==> config.mk <==
export PLATFORM = sky130hd
export DESIGN_NAME = dmem_arbiter
export DESIGN_NICKNAME = d
export VERILOG_FILES = /design/src/rtl/dmem_arbiter.sv
export SDC_FILE = /design/constraint.sdc
export NUM_CORES = 1
export LEC_CHECK = 0
export BUFFER_PORTS_ARGS = -buffer_cell sky130_fd_sc_hd__buf_2
export CAP_MARGIN = 10
export CORE_ASPECT_RATIO = 0.9
export CORE_MARGIN = 2
export CORE_UTILIZATION = 48
export CTS_BUF_LIST = sky130_fd_sc_hd__clkbuf_4 sky130_fd_sc_hd__clkbuf_8
export DETAILED_ROUTE_END_ITERATION = 10
export GPL_ROUTABILITY_DRIVEN = 0
export PLACE_DENSITY_LB_ADDON = 0.3
export SLEW_MARGIN = 40
export SYNTH_ARGS = -nofsm -noshare
export SYNTH_HDL_FRONTEND = slang
export SYNTH_SLANG_ARGS = --single-unit
==> constraint.sdc <==
create_clock -name clk -period 3.6 [get_ports clk]
set_input_delay 0.18 -clock clk [delete_from_list [all_inputs] [get_ports clk]]
set_output_delay 0.18 -clock clk [all_outputs]
set_load 0.03 [all_outputs]
==> src/rtl/dmem_arbiter.sv <==
// dmem_arbiter: two-requester arbiter in front of a single-port data memory.
// Requester 0 is the CPU, requester 1 is the DMA/debug port.
// Each accepted command runs IDLE -> ACCESS -> RESP, one transaction per 3 cycles.
// Optional feature:
//   DMEM_ARB_RR_EN - round-robin arbitration on simultaneous requests.
//                    When undefined, r0 always has priority over r1.
// Ports:
//   clk, reset                     - clock, asynchronous active-high reset
//   rN_req/we/addr/wdata/funct3    - command from requester N (held until rN_gnt)
//   rN_gnt                         - one-cycle pulse while the command executes
//   rN_rvalid, rN_rdata            - load result pulse / data (data held until the next load)
//   MemRead, MemWrite, a, wd,
//   Funct3, rd                     - memory command and read data
//   busy                           - high whenever the FSM is not idle
module dmem_arbiter #(
  parameter int unsigned DM_ADDRESS = 9,
  parameter int unsigned DATA_W     = 32
) (
  input  logic                  clk,
  input  logic                  reset,
  input  logic                  r0_req,
  input  logic                  r0_we,
  input  logic [DM_ADDRESS-1:0] r0_addr,
  input  logic [DATA_W-1:0]     r0_wdata,
  input  logic [2:0]            r0_funct3,
  output logic                  r0_gnt,
  output logic                  r0_rvalid,
  output logic [DATA_W-1:0]     r0_rdata,
  input  logic                  r1_req,
  input  logic                  r1_we,
  input  logic [DM_ADDRESS-1:0] r1_addr,
  input  logic [DATA_W-1:0]     r1_wdata,
  input  logic [2:0]            r1_funct3,
  output logic                  r1_gnt,
  output logic                  r1_rvalid,
  output logic [DATA_W-1:0]     r1_rdata,
  output logic                  MemRead,
  output logic                  MemWrite,
  output logic [DM_ADDRESS-1:0] a,
  output logic [DATA_W-1:0]     wd,
  output logic [2:0]            Funct3,
  input  logic [DATA_W-1:0]     rd,
  output logic                  busy
);

  typedef enum logic [1:0] {StIdle, StAccess, StResp} state_e;

  state_e                state_q, state_d;
  logic                  we_q, we_d;
  logic [DM_ADDRESS-1:0] addr_q, addr_d;
  logic [DATA_W-1:0]     wdata_q, wdata_d;
  logic [2:0]            funct3_q, funct3_d;
  logic                  id_q, id_d;  // 0 = r0 owns the in-flight command, 1 = r1
  logic [DATA_W-1:0]     rdata0_q, rdata0_d;
  logic [DATA_W-1:0]     rdata1_q, rdata1_d;
  logic                  winner;

`ifdef DMEM_ARB_RR_EN
  logic last_q, last_d;  // requester granted most recently

  // On a tie the requester not granted last wins; otherwise whoever asks.
  always_comb begin
    winner = (r0_req && r1_req) ? ~last_q : ~r0_req;
  end

  // The pointer moves only when a grant is actually issued.
  always_comb begin
    last_d = last_q;
    if (state_q == StAccess) last_d = id_q;
  end

  always_ff @(posedge clk or posedge reset) begin
    if (reset) last_q <= 1'b1;  // "r1 last" so r0 wins the first tie
    else       last_q <= last_d;
  end
`else
  always_comb begin
    winner = ~r0_req;
  end
`endif

  always_comb begin
    state_d  = state_q;
    we_d     = we_q;
    addr_d   = addr_q;
    wdata_d  = wdata_q;
    funct3_d = funct3_q;
    id_d     = id_q;
    rdata0_d = rdata0_q;
    rdata1_d = rdata1_q;
    case (state_q)
      StIdle: begin
        if (r0_req || r1_req) begin
          state_d  = StAccess;
          id_d     = winner;
          we_d     = winner ? r1_we     : r0_we;
          addr_d   = winner ? r1_addr   : r0_addr;
          wdata_d  = winner ? r1_wdata  : r0_wdata;
          funct3_d = winner ? r1_funct3 : r0_funct3;
        end
      end
      StAccess: begin
        state_d = StResp;
        if (!we_q) begin
          if (id_q) rdata1_d = rd;
          else      rdata0_d = rd;
        end
      end
      StResp:  state_d = StIdle;
      default: state_d = StIdle;
    endcase
  end

  always_ff @(posedge clk or posedge reset) begin
    if (reset) begin
      state_q  <= StIdle;
      we_q     <= 1'b0;
      addr_q   <= '0;
      wdata_q  <= '0;
      funct3_q <= 3'b000;
      id_q     <= 1'b0;
      rdata0_q <= '0;
      rdata1_q <= '0;
    end else begin
      state_q  <= state_d;
      we_q     <= we_d;
      addr_q   <= addr_d;
      wdata_q  <= wdata_d;
      funct3_q <= funct3_d;
      id_q     <= id_d;
      rdata0_q <= rdata0_d;
      rdata1_q <= rdata1_d;
    end
  end

  // Outputs decode purely from registered state, so reset clears them at once.
  always_comb begin
    MemRead   = 1'b0;
    MemWrite  = 1'b0;
    a         = '0;
    wd        = '0;
    Funct3    = 3'b000;
    r0_gnt    = 1'b0;
    r1_gnt    = 1'b0;
    r0_rvalid = 1'b0;
    r1_rvalid = 1'b0;
    if (state_q == StAccess) begin
      MemRead  = ~we_q;
      MemWrite = we_q;
      a        = addr_q;
      wd       = wdata_q;
      Funct3   = funct3_q;
      r0_gnt   = ~id_q;
      r1_gnt   = id_q;
    end
    if (state_q == StResp && !we_q) begin
      r0_rvalid = ~id_q;
      r1_rvalid = id_q;
    end
  end

  assign busy     = (state_q != StIdle);
  assign r0_rdata = rdata0_q;
  assign r1_rdata = rdata1_q;

endmodule

## Word-level counts from Yosys, hierarchy flattened

Index checks and enable logic that the tools add are counted.
Widths: inputs -> output; s select.

- Input bits: 126
- Logic and storage cells: 37
- Register bits: 112
- Output and inout bits: 115

- Muxes and demuxes: 15
- Equal/unequal tests: 3
- Reductions and logical operators: 8
- Bitwise gates (word level): 3

Operator list:

| operator | count |
|---|---|
| $mux 32 | 2 |
| $mux 9 | 2 |
| $mux 1 | 7 |
| $mux 3 | 2 |
| $reduce_and 3->1 | 2 |
| $pmux 2 s2 | 1 |
| $not 1->1 | 3 |
| $eq 2x1->1 const B | 1 |
| $eq 2x2->1 const B | 1 |
| $logic_not 2->1 | 1 |
| $mux 2 | 1 |
| $ne 2x2->1 const B | 1 |
| $reduce_and 2->1 | 1 |
| $reduce_bool 2->1 | 1 |
| $logic_and 1x1->1 | 1 |
| $logic_not 1->1 | 1 |
| $logic_or 1x1->1 | 1 |

## Logic depth before layout (Yosys ltp)

Gate-level depths: netlist of run 1.

- Word-level depth: 3
- Gate-level depth with buffers: 5
- Mapped depth without buffers: 3

## Worst setup path before layout of run 1

No wires, ideal clock.

- Path kind: register to output
- From: register we_q
- To: output r0_rvalid
- Setup slack: 1876 ps
- Cell stages (with the launch flop): 2
- Data required time: 3420 ps
- Arrival: 1544 ps
- Path through: dfrtp_1 nor4b_1

- Word-level cells in the longest chain between the ends: 3

Ends and longest elaborated chain:

| element | line | text |
|---|---|---|
| start: declaration | 49 | `logic we_q, we_d;` |
| start signal: assignment | 126 | `we_q <= we_d;` |
| $logic_not 1->1 | 156 | `if (state_q == StResp && !we_q) begin` |
| $logic_and 1x1->1 | 156 |  |
| $mux 1 | 156 |  |
| end: declaration | 27 | `output logic r0_rvalid,` |

No other way between the ends.

## Worst setup path after layout of run 1

- From: register state_q[1]
- To: output wd[15]

- Word-level cells in the longest chain between the ends: 2

Ends and longest elaborated chain:

| element | line | text |
|---|---|---|
| start: declaration | 48 | `state_e state_q, state_d;` |
| start signal: assignment | 116 | `state_q <= StIdle;` |
| start signal: assignment | 125 | `state_q <= state_d;` |
| $eq 2x1->1 | 147 | `if (state_q == StAccess) begin` |
| $mux 32 | 147 |  |
| end: declaration | 40 | `output logic [DATA_W-1:0] wd,` |

No other way between the ends.

==> results.txt, run 1 <==
The flow ran to the end, and the final reports show no timing, DRC or antenna violations. The met2 global-route usage came out at 0.345. The number of antenna violations at the first check in global routing came out at 0.

STA classifies the critical path endpoint as an output pin. Entering global routing, the biggest net connects 91 pins. The number of buffers inserted by port buffering is 240, and the worst hold path cell count is 2. The clock passes through at most 2 buffers. In the final layout, flip-flops and latches occupy 2800 sq um. The area share of the leading cell type in the synthesized netlist is 0.550. The via count of the first global-routing pass is 3599. Setup repair after global routing left no endpoint under its margin. The clock slew at the register clock pins of the worst setup and hold paths was 110 ps; the share of layout cells above drive strength 1 was 0.714. For this design, the sink count on the clock tree is 112. Largest fanout of any net on the critical path: 47. The routed length per instance was 15.4 microns. The number of nets in the synthesized netlist is 473. The analysis attributes to net switching a power of 2.78 mW. The slew at the pin closest to its max-slew limit came out at 603 ps. The run gives 0.0503 as the routing usage on met3. The die covers 11500 sq um. In the final design database the tool counted 708 nets. The count of cells along the worst register-to-register path was 3; the wire length reported by the detailed router was 11000 microns. After detailed routing, the number of remaining DRC violations is 0. The endpoint required time on the critical path was 3420 ps. The run gives 0.112 as the proportion of power drawn by the clock network. The floorplan row count is 35.

The height of the die works out to 102 microns. The final-layout fill cell count was 817; the net switching share of the total power was 0.446. The startpoint identified for the worst register-to-register timing path is state_q[0].

The H-tree was split into 3 levels. The share of synthesized area occupied by flip-flops and latches was 0.550. The path with the worst hold slack has its endpoint at r1_rdata[9]. The root buffer cell is clkbuf_8. During synthesis, Yosys emitted a total of 0 warnings.

Post-CTS repair changed the size of 0 cells. For the count of pins on the block boundary, the log shows 241. Dividing total power by cell area gives a power density of 956 nW/um^2.

The clock period could shrink to 2020 ps. The worst flop-to-flop path endpoint is wdata_q[16]. Summing over every cut layer, the via total after detailed routing is 3535. The tools report the hold path startpoint as rd[9].

The run gives 0.224 as the routing usage on met1. For the number of DRC markers after the initial detailed-route iteration, the log shows 92. Setup violations remaining at the end of the flow were counted as 0.

The largest area contributor in the synthesized netlist was dfrtp_1. The final total negative setup slack came out at 0 ps. The startpoint type of the worst setup path was a register. The worst setup path is of the register to output pin kind. The number of placed instances, taps included, is 699. TritonCTS built the clock tree.

In this run the horizontal extent of the chip is 113 microns. For the total track usage, the log shows 0.190. The logs give 1 for the total of hold buffers inserted after clock tree synthesis and 0 for the final-report max-slew violation count. The hold violation count in the final report is 0.

In this run the worst hold path is classified as primary input to register. The worst-case headroom to the max-slew limit was 0.598. Once detailed placement completed, the half-perimeter wirelength came to 8180 microns. The routed via count divided by cell count came out at 4.94. The number of antenna-violating nets in the routed design came out at 0. The tools report the upper clock frequency limit as 0.496 GHz.

At the worst endpoint, the arrival time is 1840 ps. The finished layout holds 716 standard cells, fillers aside. The tools report the standby leakage power as 3.24 nW. Effective utilization at floorplan: 0.495. Synthesis instantiated 18 different standard cells from the library.

The internal portion of the total power is 3.46 mW. Setup slack on the worst reg-to-reg path comes out at 1790 ps. Counting every instance in the synthesized netlist gives 347. The share of total power in sequential cells was 0.356; the overflow left after global routing was 0. Summing all multi-input logic gate instances after layout gives 2130 sq um. The post-synthesis register bit count is 112. After global routing, the most crowded layer is met2.

The share of the clock period used by the worst path after layout came out at 0.560. The tools report the reported max-cap violation count as 0. The logs give 10300 sq um for the area of the placeable core and 9 for the TritonCTS buffer count. The pre-antenna-repair detailed-routing pass consisted of 4 iterations. The tools report the clock insertion delay at the later pin of the skew report as 360 ps.

The worst-case IR drop observed on VDD is 0.559 mV. Buffers added to address setup during post-CTS repair amount to 0. The synthesized netlist occupies a cell area of 5100 sq um. By area the synthesized netlist is led by dfrtp_1 (55%), mux2_2 (34%), and2_1 (5.6%), buf_6 (1.1%), clkbuf_8 (0.81%). After synthesis, the mean cell area works out to 14.7 sq um. The area growth from synthesis to layout was 28.2%; the combinational cell fraction of total power was 0.532. The logs give 0 for the number of antenna cells inserted and 11.7 ps for the maximum clock skew at final layout.

First-pass GRT wire length: 17200 microns.
## final cells by class
cell class / count / share of cell area
Sequential cell: 112 / 0.429
Multi-Input combinational cell: 211 / 0.326
Timing Repair Buffer: 245 / 0.190
Tap cell: 129 / 0.0247
Clock buffer: 9 / 0.0189
Clock inverter: 7 / 0.00938
Inverter: 3 / 0.00287
## routing by layer
layer | up-vias | wire [microns]
li1 | 1686 | -
met1 | 1711 | 4280
met2 | 121 | 5860
met3 | 17 | 694
met4 | 0 | 184
met5 | - | 0
## synthesized netlist by cell type, drive strengths merged
cell type / number
nor2: 3
a21oi: 2
clkbuf: 8
and4bb: 1
and2: 46
nor3: 1
buf: 13
dfrtp: 112
nor4b: 1
inv: 3
nor3b: 1
mux2: 154
o21a: 1
nand2b: 1
## kinds of logic after synthesis
kind of cell,share of synthesized area
mux,0.340
flops,0.550
simple gates,0.0724
buf+inv,0.0344
compound gates,0.00344
## sequential cells by signal, summed over array words and instances (netlist names)
| name | cells |
|---|---|
| r0_rdata | 32 |
| r1_rdata | 32 |
| wdata_q | 32 |
| addr_q | 9 |
| funct3_q | 3 |
| state_q | 2 |
| id_q | 1 |
| we_q | 1 |
## worst max path at each step
stage               startpoint          end
floorplan                reset    addr_q[0]
global placement    state_q[0]  wdata_q[10]
detailed placement  state_q[0]  wdata_q[25]
CTS                 state_q[1]       wd[15]
global route        state_q[1]        wd[5]
finish              state_q[1]       wd[15]
## stage by stage
stage | power [mW] | setup WS (ps) | cell area (sq um) | util | hold slack, ps
finish | 6.25 | 1580 | 6540 | 0.635 | 50.6
global route | 6.62 | 1400 | 6540 | 0.635 | 17.9
CTS | 6.33 | 1540 | 6540 | 0.635 | 29.2
detailed placement | 5.62 | 1780 | 6340 | 0.616 | 397
global placement | 5.50 | 1550 | 6330 | 0.615 | 410
floorplan | 4.73 | 461 | 5100 | - | 315
## critical path, stage by stage (launching register included)
cell and delay, ps:
dfrtp_1 410, nand2b_4 190, inv_2 450, and2_1 220
buf_2 200
## cell usage in the layout, fill, tap and decap left out, types with 2 or more instances in the layout
master and n:
nor2_1 3, inv_6 2, clkbuf_8 9, mux2_2 152
dfrtp_1 112, mux2_1 2, and2_1 46, inv_8 3
buf_4 4, a21oi_1 2, buf_2 240
## power groups by stage
stage / Combinational, mW / Sequential [mW] / Clock, mW
after floorplan: 1.80 / 2.93 / 0
final: 3.32 / 2.22 / 0.702
after global routing: 3.53 / 2.32 / 0.780
after global placement: 3.30 / 2.21 / 0
after detailed placement: 3.37 / 2.25 / 0
after CTS: 3.37 / 2.23 / 0.730
(Power assumes the default switching activity.)
==> run 2: changes to the inputs <==
Clock period 3.6 ns to 2 ns, I/O delays scaled along.
==> run 2 against run 1 <==
Effect of this change: sequential cell count unchanged; largest power group unchanged; power increased by 85%; die area unchanged; highest routed layer unchanged.
==> results.txt, run 2 (synthesis results as in run 1) <==
The run finished with clean final reports. For hold timing, the worst endpoint is id_q. Data arrives at the worst endpoint at 1690 ps. Before CTS, the worst setup slack after placement is 364 ps.

Walking the worst path, the cells encountered are nand2b_4 -> inv_1 -> buf_6 -> and2_1 -> buf_2. The hold violation count in the final report came out at 0. The share of layout cells above drive strength 1 works out to 0.678. For this design the static power due to leakage is 3.43 nW. The via count of the first global-routing pass was 3852; the buffer depth of the longest clock path was 2.

For flop-to-flop paths, the worst setup slack is 360 ps. After detailed routing, the average wire length per cell comes to 15.3 microns. After detailed routing, the number of vias per cell comes to 4.89.

Counting instances, the worst hold path has a depth of 3. The final-report max-slew violation count is 0. Derived from the worst setup path, the maximum achievable clock frequency is 0.560 GHz.

In the post-route analysis, the smallest setup slack over all paths is 214 ps. Setup repair after global routing left no endpoint under its margin. Leaving out fill and tap cells, the most frequent cell in the layout is buf_2.

After layout, the design draws a total of 11.6 mW. Worst setup path category: register to output pin. For the pin with the worst max-slew slack, the measured transition is 310 ps. Entering global routing, the biggest net connects 48 pins.

Clock tree synthesis inserted a total of 9 buffers. Before antenna repair, the detailed router went through 4 iterations. For this design the top-level I/O count stands at 241. The tools report the startpoint of the worst register-to-register path as state_q[0].

The total overflow left after global routing is 0. After clock tree synthesis, the clock-pin slew on the worst setup and hold paths is 100 ps. The peak supply drop was 1.15 mV. The worst flop-to-flop path endpoint is wdata_q[2].

Setup violations remaining at the end of the flow were counted as 0. The area growth from synthesis to layout was 37.3%. The share of the clock period used by the worst path after layout was 0.893; the delay contributed by the slowest stage of the critical path was 420 ps. For the total track usage, the log shows 0.201.

STA classifies the critical path endpoint as an output pin. In this run the worst hold path is classified as primary input to register. For the wire length reported by the detailed router, the log shows 11500 microns. For the worst flop-to-flop path, the logic depth is 4.

The floorplan die area was 11500 sq um; the sum of net half-perimeters after detailed placement was 8320 microns. The first global-routing pass estimated 18200 microns of wire. The final layout contains 745 nets.

After layout, the minimum clock period comes to 1790 ps. The routed layout has 3679 vias. The root buffer cell is clkbuf_8. The final total negative setup slack is 0 ps. The slowest stage of the critical path belongs to the cell dfrtp_1. On the final layout, the worst clock skew is 10.5 ps. The die is 113 microns wide. Largest fanout of any net on the critical path: 47.

In the routed design, unresolved DRC markers number 0. The tools report the effective utilization at floorplan as 0.495. The number of antenna violations at the first check in global routing is 0.

STA classifies the critical path startpoint as a register. The detail route stage leaves a number of antenna-violating nets equal to 0. The run gives 0.793 as the worst-case headroom to the max-slew limit. The top cell types in the final layout, fill and taps aside, are buf_2 (240), mux2_2 (152), dfrtp_1 (112).

The clock insertion delay at the later pin of the skew report was 370 ps; the number of antenna cells inserted was 0. The number of buffers inserted by port buffering was 240. Clock tree synthesis found a total of 112 sinks. Total power per unit cell area: 1650 nW/um^2. The height of the die is 102 microns. The maximum level of the CTS H-tree is 3.

STA puts the critical path data required time at 1900 ps. Across all hold checks on the routed design, the worst slack comes to 24.1 ps. TritonCTS built the clock tree. The core region is 10300 sq um. The reported max-cap violation count is 0. Floorplan row count: 35.

The detailed router finished its first iteration with 82 violations. The worst hold path begins at r1_req.
## run 2: cell types whose count changed in the layout (fill, tap and decap cells not counted), moves of 3 or more
cell           change
buf_12             +7
buf_4              -3
dlygate4sd3_1     +32
inv_8              -3
## run 2: report_power, final
group	switching [mW]	internal, mW
clock network	0.740	0.637
logic	3.70	2.48
registers	0.574	3.42
## run 2: timing repair
action / 4_1_cts / 5_1_grt
setup endpoints to repair: 0 / 1
hold endpoints to repair: 96 / 0
hold buffers: 33 / 0
gates resized for setup: 0 / 1
setup buffers: 0 / 0
## run 2: area by class of cell
class                   count  area [sq um]
flip-flops and latches    112          2800
inverters                   3          15.0
fillers                   795          3290
well taps                 129           161
repair buffers            282          1690
multi-input cells         211          2120
clock buffers              11           145
clock inverters             5          63.8
## run 2: critical path: cells and delay by family, from the launching register on
kind	cells	cell delay [ps]
buf+inv	3	540
flops	1	420
simple gates	2	360
## run 2: how the worst max path moves through the flow
stage	from	endpoint	slack (ps)	cells past startpoint
floorplan	we_q	r0_rvalid	360	1
global placement	state_q[0]	wdata_q[2]	460	4
detailed placement	state_q[0]	wdata_q[2]	360	4
CTS	state_q[1]	wd[27]	120	5
global route	state_q[1]	wd[9]	70	5
finish	state_q[1]	wd[27]	210	5
## run 2: metal layers
metal,track usage,part of all wire
met2,0.365,0.53
met1,0.229,0.38
met3,0.0586,0.059
met4,0.0675,0.025
met5,0,0
## run 2: per-stage QoR
step	utilization	cells	instance area, sq um
6_report	0.680	753	7000
5_1_grt	0.680	753	7000
4_1_cts	0.678	752	6980
3_5_place_dp	0.626	703	6440
3_3_place_gp	0.626	703	6440
2_1_floorplan	-	347	5100
